## config.mk

```make
export PLATFORM = sky130hd
export DESIGN_NAME = npu_host_master
export DESIGN_NICKNAME = d
export VERILOG_FILES = /design/src/rtl/npu_host_pkg.sv /design/src/rtl/npu_host_master.sv
export SDC_FILE = /design/constraint.sdc
export NUM_CORES = 1
export LEC_CHECK = 0
export ABC_AREA = 1
export CAP_MARGIN = 10
export CORE_MARGIN = 4
export CORE_UTILIZATION = 38
export CTS_CLUSTER_DIAMETER = 150
export DETAILED_ROUTE_END_ITERATION = 8
export GPL_TIMING_DRIVEN = 0
export HOLD_SLACK_MARGIN = 0.12
export PLACE_DENSITY = 0.75
export SETUP_SLACK_MARGIN = 0.02
export SLEW_MARGIN = 20
export SYNTH_ARGS = -nofsm -noshare
export SYNTH_HDL_FRONTEND = slang
export SYNTH_SLANG_ARGS = --single-unit
```

## constraint.sdc

```tcl
create_clock -name clk -period 3 [get_ports clk]
set_input_delay 0.75 -clock clk [delete_from_list [all_inputs] [get_ports clk]]
set_output_delay 0.75 -clock clk [all_outputs]
set_load 0.005 [all_outputs]
```

## src/rtl/npu_host_pkg.sv

```systemverilog
// Shared types and constants for the NPU host-port bus initiator.
package npu_host_pkg;

  // Command opcodes as presented on cmd_op.
  typedef enum logic [2:0] {
    OP_WR_IMG     = 3'd0,
    OP_WR_W       = 3'd1,
    OP_WR_FCN     = 3'd2,
    OP_CTRL       = 3'd3,
    OP_RD_DONE    = 3'd4,
    OP_RD_RESULT  = 3'd5,
    OP_POLL_VALID = 3'd6,
    OP_POLL_DONE  = 3'd7
  } op_e;

  // Register select values placed in addra[14:12].
  localparam logic [2:0] SEL_IMG    = 3'd1;
  localparam logic [2:0] SEL_W      = 3'd2;
  localparam logic [2:0] SEL_FCN    = 3'd3;
  localparam logic [2:0] SEL_CTRL   = 3'd4;
  localparam logic [2:0] SEL_DONE   = 3'd5;
  localparam logic [2:0] SEL_RESULT = 3'd6;
  localparam logic [2:0] SEL_VALID  = 3'd7;

  // Bit positions inside the NPU CTRL register.
  localparam int CTRL_TRIGGER    = 0;
  localparam int CTRL_NEXT_STATE = 1;
  localparam int CTRL_PE_CLEAR   = 2;
  localparam int CTRL_IMG_CLEAR  = 3;
  localparam int CTRL_W_CLEAR    = 4;
  localparam int CTRL_PACK_CLEAR = 5;

  // Initiator FSM states.
  typedef enum logic [2:0] {
    ST_IDLE = 3'd0,
    ST_WR   = 3'd1,
    ST_RD   = 3'd2,
    ST_CAP  = 3'd3,
    ST_RSP  = 3'd4
  } state_e;

  // Opcode to register select.
  function automatic logic [2:0] op_sel(input op_e op);
    case (op)
      OP_WR_IMG:     return SEL_IMG;
      OP_WR_W:       return SEL_W;
      OP_WR_FCN:     return SEL_FCN;
      OP_CTRL:       return SEL_CTRL;
      OP_RD_DONE:    return SEL_DONE;
      OP_RD_RESULT:  return SEL_RESULT;
      OP_POLL_VALID: return SEL_VALID;
      OP_POLL_DONE:  return SEL_DONE;
      default:       return SEL_IMG;
    endcase
  endfunction

  // Opcodes 0..3 are single writes.
  function automatic logic op_is_write(input op_e op);
    return (op == OP_WR_IMG) || (op == OP_WR_W) ||
           (op == OP_WR_FCN) || (op == OP_CTRL);
  endfunction

  // Opcodes 6..7 spin on flag bit 0.
  function automatic logic op_is_poll(input op_e op);
    return (op == OP_POLL_VALID) || (op == OP_POLL_DONE);
  endfunction

endpackage

```

## src/rtl/npu_host_master.sv

```systemverilog
// Bus initiator turning a command stream into NPU host-port transactions.
//
// Handshakes: a command transfers on a rising edge where cmd_valid and
// cmd_ready are both high; a response transfers on a rising edge where
// rsp_valid and rsp_ready are both high. cmd_ready depends only on the
// state (high in IDLE), rsp_valid/rsp_data/rsp_err stay stable until taken.
module npu_host_master
  import npu_host_pkg::*;
#(
  parameter int POLL_MAX = 1023,
  parameter int ADDR_W   = 16,
  parameter int DATA_W   = 32
) (
  input  logic              clk,
  input  logic              rst,
  input  logic              cmd_valid,
  output logic              cmd_ready,
  input  logic [2:0]        cmd_op,
  input  logic [DATA_W-1:0] cmd_data,
  output logic              rsp_valid,
  input  logic              rsp_ready,
  output logic [DATA_W-1:0] rsp_data,
  output logic              rsp_err,
  output logic              busy,
  output logic              ena,
  output logic              wea,
  output logic [ADDR_W-1:0] addra,
  output logic [DATA_W-1:0] dina,
  input  logic [DATA_W-1:0] douta,
  output state_e            dbg_state
);

  localparam int CNT_W = $clog2(POLL_MAX + 1);
  localparam logic [CNT_W-1:0] POLL_LIM = CNT_W'(POLL_MAX);

  state_e            state_q, state_d;
  logic              ena_q, ena_d;
  logic              wea_q, wea_d;
  logic [ADDR_W-1:0] addra_q, addra_d;
  logic [DATA_W-1:0] dina_q, dina_d;
  logic              rsp_valid_q, rsp_valid_d;
  logic [DATA_W-1:0] rsp_data_q, rsp_data_d;
  logic              rsp_err_q, rsp_err_d;
  logic [CNT_W-1:0]  cnt_q, cnt_d;
  logic              poll_q, poll_d;
  op_e               op_in;

  assign op_in = op_e'(cmd_op);

  // Next-state and next-output decode; every bus cycle is followed by an idle one.
  always_comb begin
    state_d     = state_q;
    ena_d       = 1'b0;
    wea_d       = 1'b0;
    addra_d     = addra_q;
    dina_d      = dina_q;
    rsp_valid_d = rsp_valid_q;
    rsp_data_d  = rsp_data_q;
    rsp_err_d   = rsp_err_q;
    cnt_d       = cnt_q;
    poll_d      = poll_q;
    case (state_q)
      ST_IDLE: begin
        if (cmd_valid) begin
          cnt_d   = '0;
          poll_d  = op_is_poll(op_in);
          addra_d = ADDR_W'({1'b0, op_sel(op_in), 12'h000});
          ena_d   = 1'b1;
          if (op_is_write(op_in)) begin
            state_d = ST_WR;
            wea_d   = 1'b1;
            dina_d  = cmd_data;
          end else begin
            state_d = ST_RD;
            dina_d  = '0;
          end
        end
      end
      ST_WR: state_d = ST_IDLE;
      ST_RD: state_d = ST_CAP;
      ST_CAP: begin
        // douta holds the slave's registered read data in this cycle.
        if (!poll_q || douta[0]) begin
          state_d     = ST_RSP;
          rsp_valid_d = 1'b1;
          rsp_data_d  = douta;
          rsp_err_d   = 1'b0;
        end else if (cnt_q != POLL_LIM) begin
          state_d = ST_RD;
          cnt_d   = cnt_q + CNT_W'(1);
          ena_d   = 1'b1;
        end else begin
          state_d     = ST_RSP;
          rsp_valid_d = 1'b1;
          rsp_data_d  = douta;
          rsp_err_d   = 1'b1;
        end
      end
      ST_RSP: begin
        if (rsp_ready) begin
          state_d     = ST_IDLE;
          rsp_valid_d = 1'b0;
        end
      end
      default: state_d = ST_IDLE;
    endcase
  end

  // State and registered outputs; reset drops any command in flight.
  always_ff @(posedge clk or posedge rst) begin
    if (rst) begin
      state_q     <= ST_IDLE;
      ena_q       <= 1'b0;
      wea_q       <= 1'b0;
      addra_q     <= '0;
      dina_q      <= '0;
      rsp_valid_q <= 1'b0;
      rsp_data_q  <= '0;
      rsp_err_q   <= 1'b0;
      cnt_q       <= '0;
      poll_q      <= 1'b0;
    end else begin
      state_q     <= state_d;
      ena_q       <= ena_d;
      wea_q       <= wea_d;
      addra_q     <= addra_d;
      dina_q      <= dina_d;
      rsp_valid_q <= rsp_valid_d;
      rsp_data_q  <= rsp_data_d;
      rsp_err_q   <= rsp_err_d;
      cnt_q       <= cnt_d;
      poll_q      <= poll_d;
    end
  end

  assign cmd_ready = (state_q == ST_IDLE);
  assign busy      = (state_q != ST_IDLE);
  assign rsp_valid = rsp_valid_q;
  assign rsp_data  = rsp_data_q;
  assign rsp_err   = rsp_err_q;
  assign ena       = ena_q;
  assign wea       = wea_q;
  assign addra     = addra_q;
  assign dina      = dina_q;
  assign dbg_state = state_q;

endmodule

```

# After elaboration in Yosys (flattened, before gate mapping)
# Memories as Yosys holds them, arrays and structs flattened. A register that Yosys moved wholly into a read port is not among the register bits.
# Cells that the tools add are included.
# word_totals
reg_bits	82
mem_bits_ro	24
output_inout_bits	89
word_cells	67
n_memories	1
# op_classes
addsub	1
eq_ne	15
mux	25
n_reduce_logical	16
# memory_table
memory	words	width	read_ports	rd_ports_with_merged_regs	write_ports	line	source
(name not given)	8	3	1	1	0	npu_host_pkg.sv:44	case (op)
# op_table
operator	count
32-bit 2-to-1 mux	3
10-bit 2-to-1 mux	3
10-bit case mux with 2 select lines	1
3-bit by 2-bit equality test with 1-bit output (second input constant)	4
3-bit 2-to-1 mux	4
3-bit case mux with 4 select lines	1
10-bit by 1-bit adder with 10-bit output (second input constant)	1
1-bit 2-to-1 mux	10
10-bit inequality test (second input constant)	1
2-bit inequality test (second input constant)	5
3-bit equality test (second input constant)	3
3-bit zero test	2
2-bit AND reduction	3
1-bit logical OR	5
1-bit case mux with 2 select lines	2
4-bit AND reduction	1
2-bit nonzero test	2
3-bit by 1-bit equality test with 1-bit output (second input constant)	1
3-bit inequality test (second input constant)	1
3-bit AND reduction	1
3-bit nonzero test	1
2-bit 2-to-1 mux	1
1-bit zero test	1

# Longest topological paths before layout
# logic_depth
word_depth	7
mapped_depth	9

# Worst setup path after synthesis
# OpenSTA, ideal clock, no wires.
# synth_timing
kind	input port to flip-flop
start	in douta[0]
end	reg cnt_q[3]
setup_time_ns	0.065
arrival_ns	1.566
t_required_ns	2.935
slack_ns	1.369
path_stages	6
n_path_buf	1
cell_sequence	nor2_1 -> nand3_4 -> nand2_4 -> buf_6 -> nand3_2 -> nand2_1
# synth_via
elab_chain_cells	3
# synth_lines
item	line	source
from (decl)	npu_host_master.sv:29	input logic [DATA_W-1:0] douta,
1-bit logical OR	npu_host_master.sv:83	if (!poll_q || douta[0]) begin
2-bit inequality test (no source line)	n/a	
4-bit AND reduction (no source line)	n/a	
to (signal assigned)	npu_host_master.sv:131	cnt_q <= cnt_d;
to (decl)	npu_host_master.sv:44	logic [CNT_W-1:0] cnt_q, cnt_d;
# Every way passes these cells.
# A chain may end at the register's enable or synchronous reset.

# Worst setup path after layout
# layout_timing
start	reg state_q[2], in the netlist dbg_state[2]
end	out cmd_ready
# layout_via
elab_chain_cells	1
# layout_lines
item	line	source
from (decl)	npu_host_master.sv:36	state_e state_q, state_d;
from (signal assigned)	npu_host_master.sv:123	state_q <= state_d;
3-bit zero test	npu_host_master.sv:136	assign cmd_ready = (state_q == ST_IDLE);
to (decl)	npu_host_master.sv:17	output logic cmd_ready,
# Every way passes these cells.

==> summary.md <==
| Metric | Value |
|---|---|
| Outcome | `complete, no violations` |
| Final ANT Viol Nets | `0` |
| Post-CTS setup buffer count | `0` |
| Total Power | `4.83 mW` |
| Util after Layout | `0.585` |
| Cell Pwr Density | `836 mW/mm^2` |
| Worst path max stage delay | `500 ps` |
| Grt total ovfl | `0` |
| Combinational share of power | `0.447` |
| Synth cell types | `26` |
| TritonCTS buffer count | `9` |
| Area leader, netlist | `dfrtp_1` |
| Worst Setup EP | `cmd_ready` |
| Total routed wirelength | `10,400 microns` |
| Hold Path Cell Cnt | `2` |
| Diodes inserted | `0` |
| Final Critical Period | `2430 ps` |
| Sequential fraction of the synthesis area | `0.549` |
| Maxcap violations | `0` |
| Crit-path cells | `nor2_2 -> nand2_2 -> inv_1 -> clkdlybuf4s50_1` |
| RSZ-0062 raised after global routing | `no` |
| DIE AREA | `0.0119 sq mm` |
| Vias after detailed routing | `3,526` |
| Placed insts | `737` |
| Reg-to-Reg End | `cnt_q[9]` |
| Avg WL per Cell | `13.8 microns` |
| Core area | `0.00986 sq mm` |
| Final setup viols | `0` |
| Slowest CP cell | `clkdlybuf4s50_1` |
| Crit path from | `dbg_state[2]` |
| Layout net count | `691` |
| GPL Wtd Cong | `0.810` |
| Largest net degree at the start of global routing | `54` |
| Crit path DAT | `1680 ps` |
| Int Power | `3.20 mW` |
| Die Y | `109 microns` |
| Total iterations of the first detailed-routing run | `4` |
| HPWL after detailed placement | `7850 microns` |
| Layout Skew | `14.0 ps` |
| CTS H-tree lvls | `3` |
| Final hold violations | `0` |
| Finished Layout Cells | `752` |
| DRT iter0 DRCs | `201` |
| Ports | `160` |
| Global-route wire length before repair | `16,800 microns` |
| Kind of critical path | `flop to primary output` |
| Fmax achieved | `412 MHz` |
| Die W | `109 microns` |
| Leading cell type in the layout, fill and taps excluded | `nand2_1` |
| Clock slew at reported path FFs | `90 ps` |
| Rows | `36` |
| Share of the synthesized area in the top cell type | `0.549` |
| Root Buffer | `clkbuf_8` |
| CTS resizes | `0` |
| R2r startpoint | `cnt_q[0]` |
| I/O Buffers | `146` |
| Hold WC Path Type | `flop to flop` |
| Cts hold-fix bufs | `0` |
| Startpoint types | `flop` |
| Clk pwr share | `0.168` |
| Layout area overhead | `48.8%` |
| FF+latch count, synth | `85` |
| Psw | `1.63 mW` |
| Worst-path fanout max | `6` |
| Initial antenna violation count | `0` |
| Clock Sinks | `85` |
| Initial Utilization | `0.393` |
| Total GRT Usage | `0.179` |
| Synthesized cell area | `0.00388 sq mm` |
| Remaining DRCs | `0` |
| Proportion of layout cells with a drive suffix above 1 | `0.108` |
| Later-pin clock latency in the skew report | `350 ps` |
| WP data required | `2250 ps` |
| Top cells by area, synth | `dfrtp_1 (55%), nand2_1 (17%), nand3_1 (9.9%)` |
| Cells after synthesis | `445` |
| Syn avg cell area | `8.71 sq um` |
| CTS max path bufs | `2` |
| Synth warnings | `0` |
| Vias in the first global route | `3,516` |
| Internal reg-to-reg setup slack | `1320 ps` |
| Worst path depth | `4` |
| Pleak | `2.84 nW` |
| Reg2reg path depth | `9` |
| VDD IR max | `0.372 mV` |
| Switching part of the total | `0.338` |
| Crit path max-delay family | `buffers and inverters` |
| TritonCTS clock tree | `yes` |
| Via-to-Cell Ratio | `4.69` |
| Setup crit end kind | `primary output` |
| CP bufs+invs | `2` |
| Tcrit/Tclk final | `0.809` |
| Slew Limit Fails | `0` |
| Seq pwr share | `0.386` |
| Most frequent cells in the layout | `nand2_1 (175), clkdlybuf4s50_1 (146), dfrtp_1 (85)` |
==> power by group through the flow <==
stage               Clock, mW  Combinational [mW]  Sequential (mW)
global placement            0                2.13             1.86
floorplan                   0               0.863             1.89
CTS                     0.830                2.20             1.86
global route            0.881                2.39             1.92
detailed placement          0                2.19             1.87
finish                  0.809                2.16             1.86
==> cell type report <==
class                      instances  area (sq um)
timing repair buffer             147          1490
sequential                        85          2130
multi-input combinational        318          1490
tap                              133           166
clock inverter                     4          48.8
fill                             881          4090
clock buffer                      11           141
buffer                            34           234
inverter                          20          77.6
==> cell families after synthesis <==
logic type	after synthesis	share of synthesized area
flip-flops	85	0.549
other	1	0.000967
AO/OA/AOI/OAI	12	0.0190
AND/OR/NAND/NOR	285	0.329
adder cells (fa/ha/maj)	5	0.0161
buffers and inverters	54	0.0797
XOR/XNOR	3	0.00678
==> synthesized netlist by cell type <==
master / count
clkbuf_1: 3
nor3_1: 2
inv_2: 2
inv_1: 18
nand2_1: 175
dfrtp_1: 85
a21oi_1: 2
nand2_2: 2
nand3_1: 77
buf_6: 4
buf_4: 17
o31ai_1: 1
nand2_4: 3
xor2_1: 3
conb_1: 1
nor2_2: 2
nand4_1: 1
ha_1: 5
o21ai_2: 3
nand3_2: 4
nor3b_1: 1
buf_2: 10
nor2_1: 14
o21ai_0: 6
nor2_4: 2
nand3_4: 2
==> sequential cells by signal, indices dropped and copies added (netlist names) <==
signal	count
dina	32
rsp_data	32
cnt_q	10
addra	3
dbg_state	3
ena	1
poll_q	1
rsp_err	1
rsp_valid	1
wea	1
==> tightest hold or removal path: stages (launching register included) <==
cell,delay (ps)
dfrtp_1,350
nand2_1,50
nand2_1,50
==> layer usage <==
metal	global-route usage	up-vias	part of all wire
li1	-	1723	-
met2	0.283	126	0.47
met4	0.0748	0	0.022
met1	0.227	1659	0.41
met3	0.0568	18	0.094
met5	0	-	0
==> how the worst min path moves through the flow <==
stage	to	startpoint	slack, ps
after CTS	rsp_data[20]	rsp_data[20]	480
after detailed placement	rsp_data[20]	rsp_data[20]	460
final	rsp_data[30]	rsp_data[30]	480
after global placement	rsp_data[2]	rsp_data[2]	450
after floorplan	poll_q	poll_q	450
after global routing	rsp_data[20]	rsp_data[20]	500
==> stage by stage <==
| step | worst slack, ps | cell area (sq um) | hold slack [ps] | setup TNS [ps] |
|---|---|---|---|---|
| after floorplan | 56.5 | 3920 | 452 | 0 |
| after global placement | -1260 | 5550 | 454 | -106390 |
| after detailed placement | 709 | 5580 | 458 | 0 |
| after CTS | 563 | 5770 | 479 | 0 |
| after global routing | 525 | 5770 | 496 | 0 |
| final | 574 | 5770 | 476 | 0 |
Power figures use the tool's default switching activity.
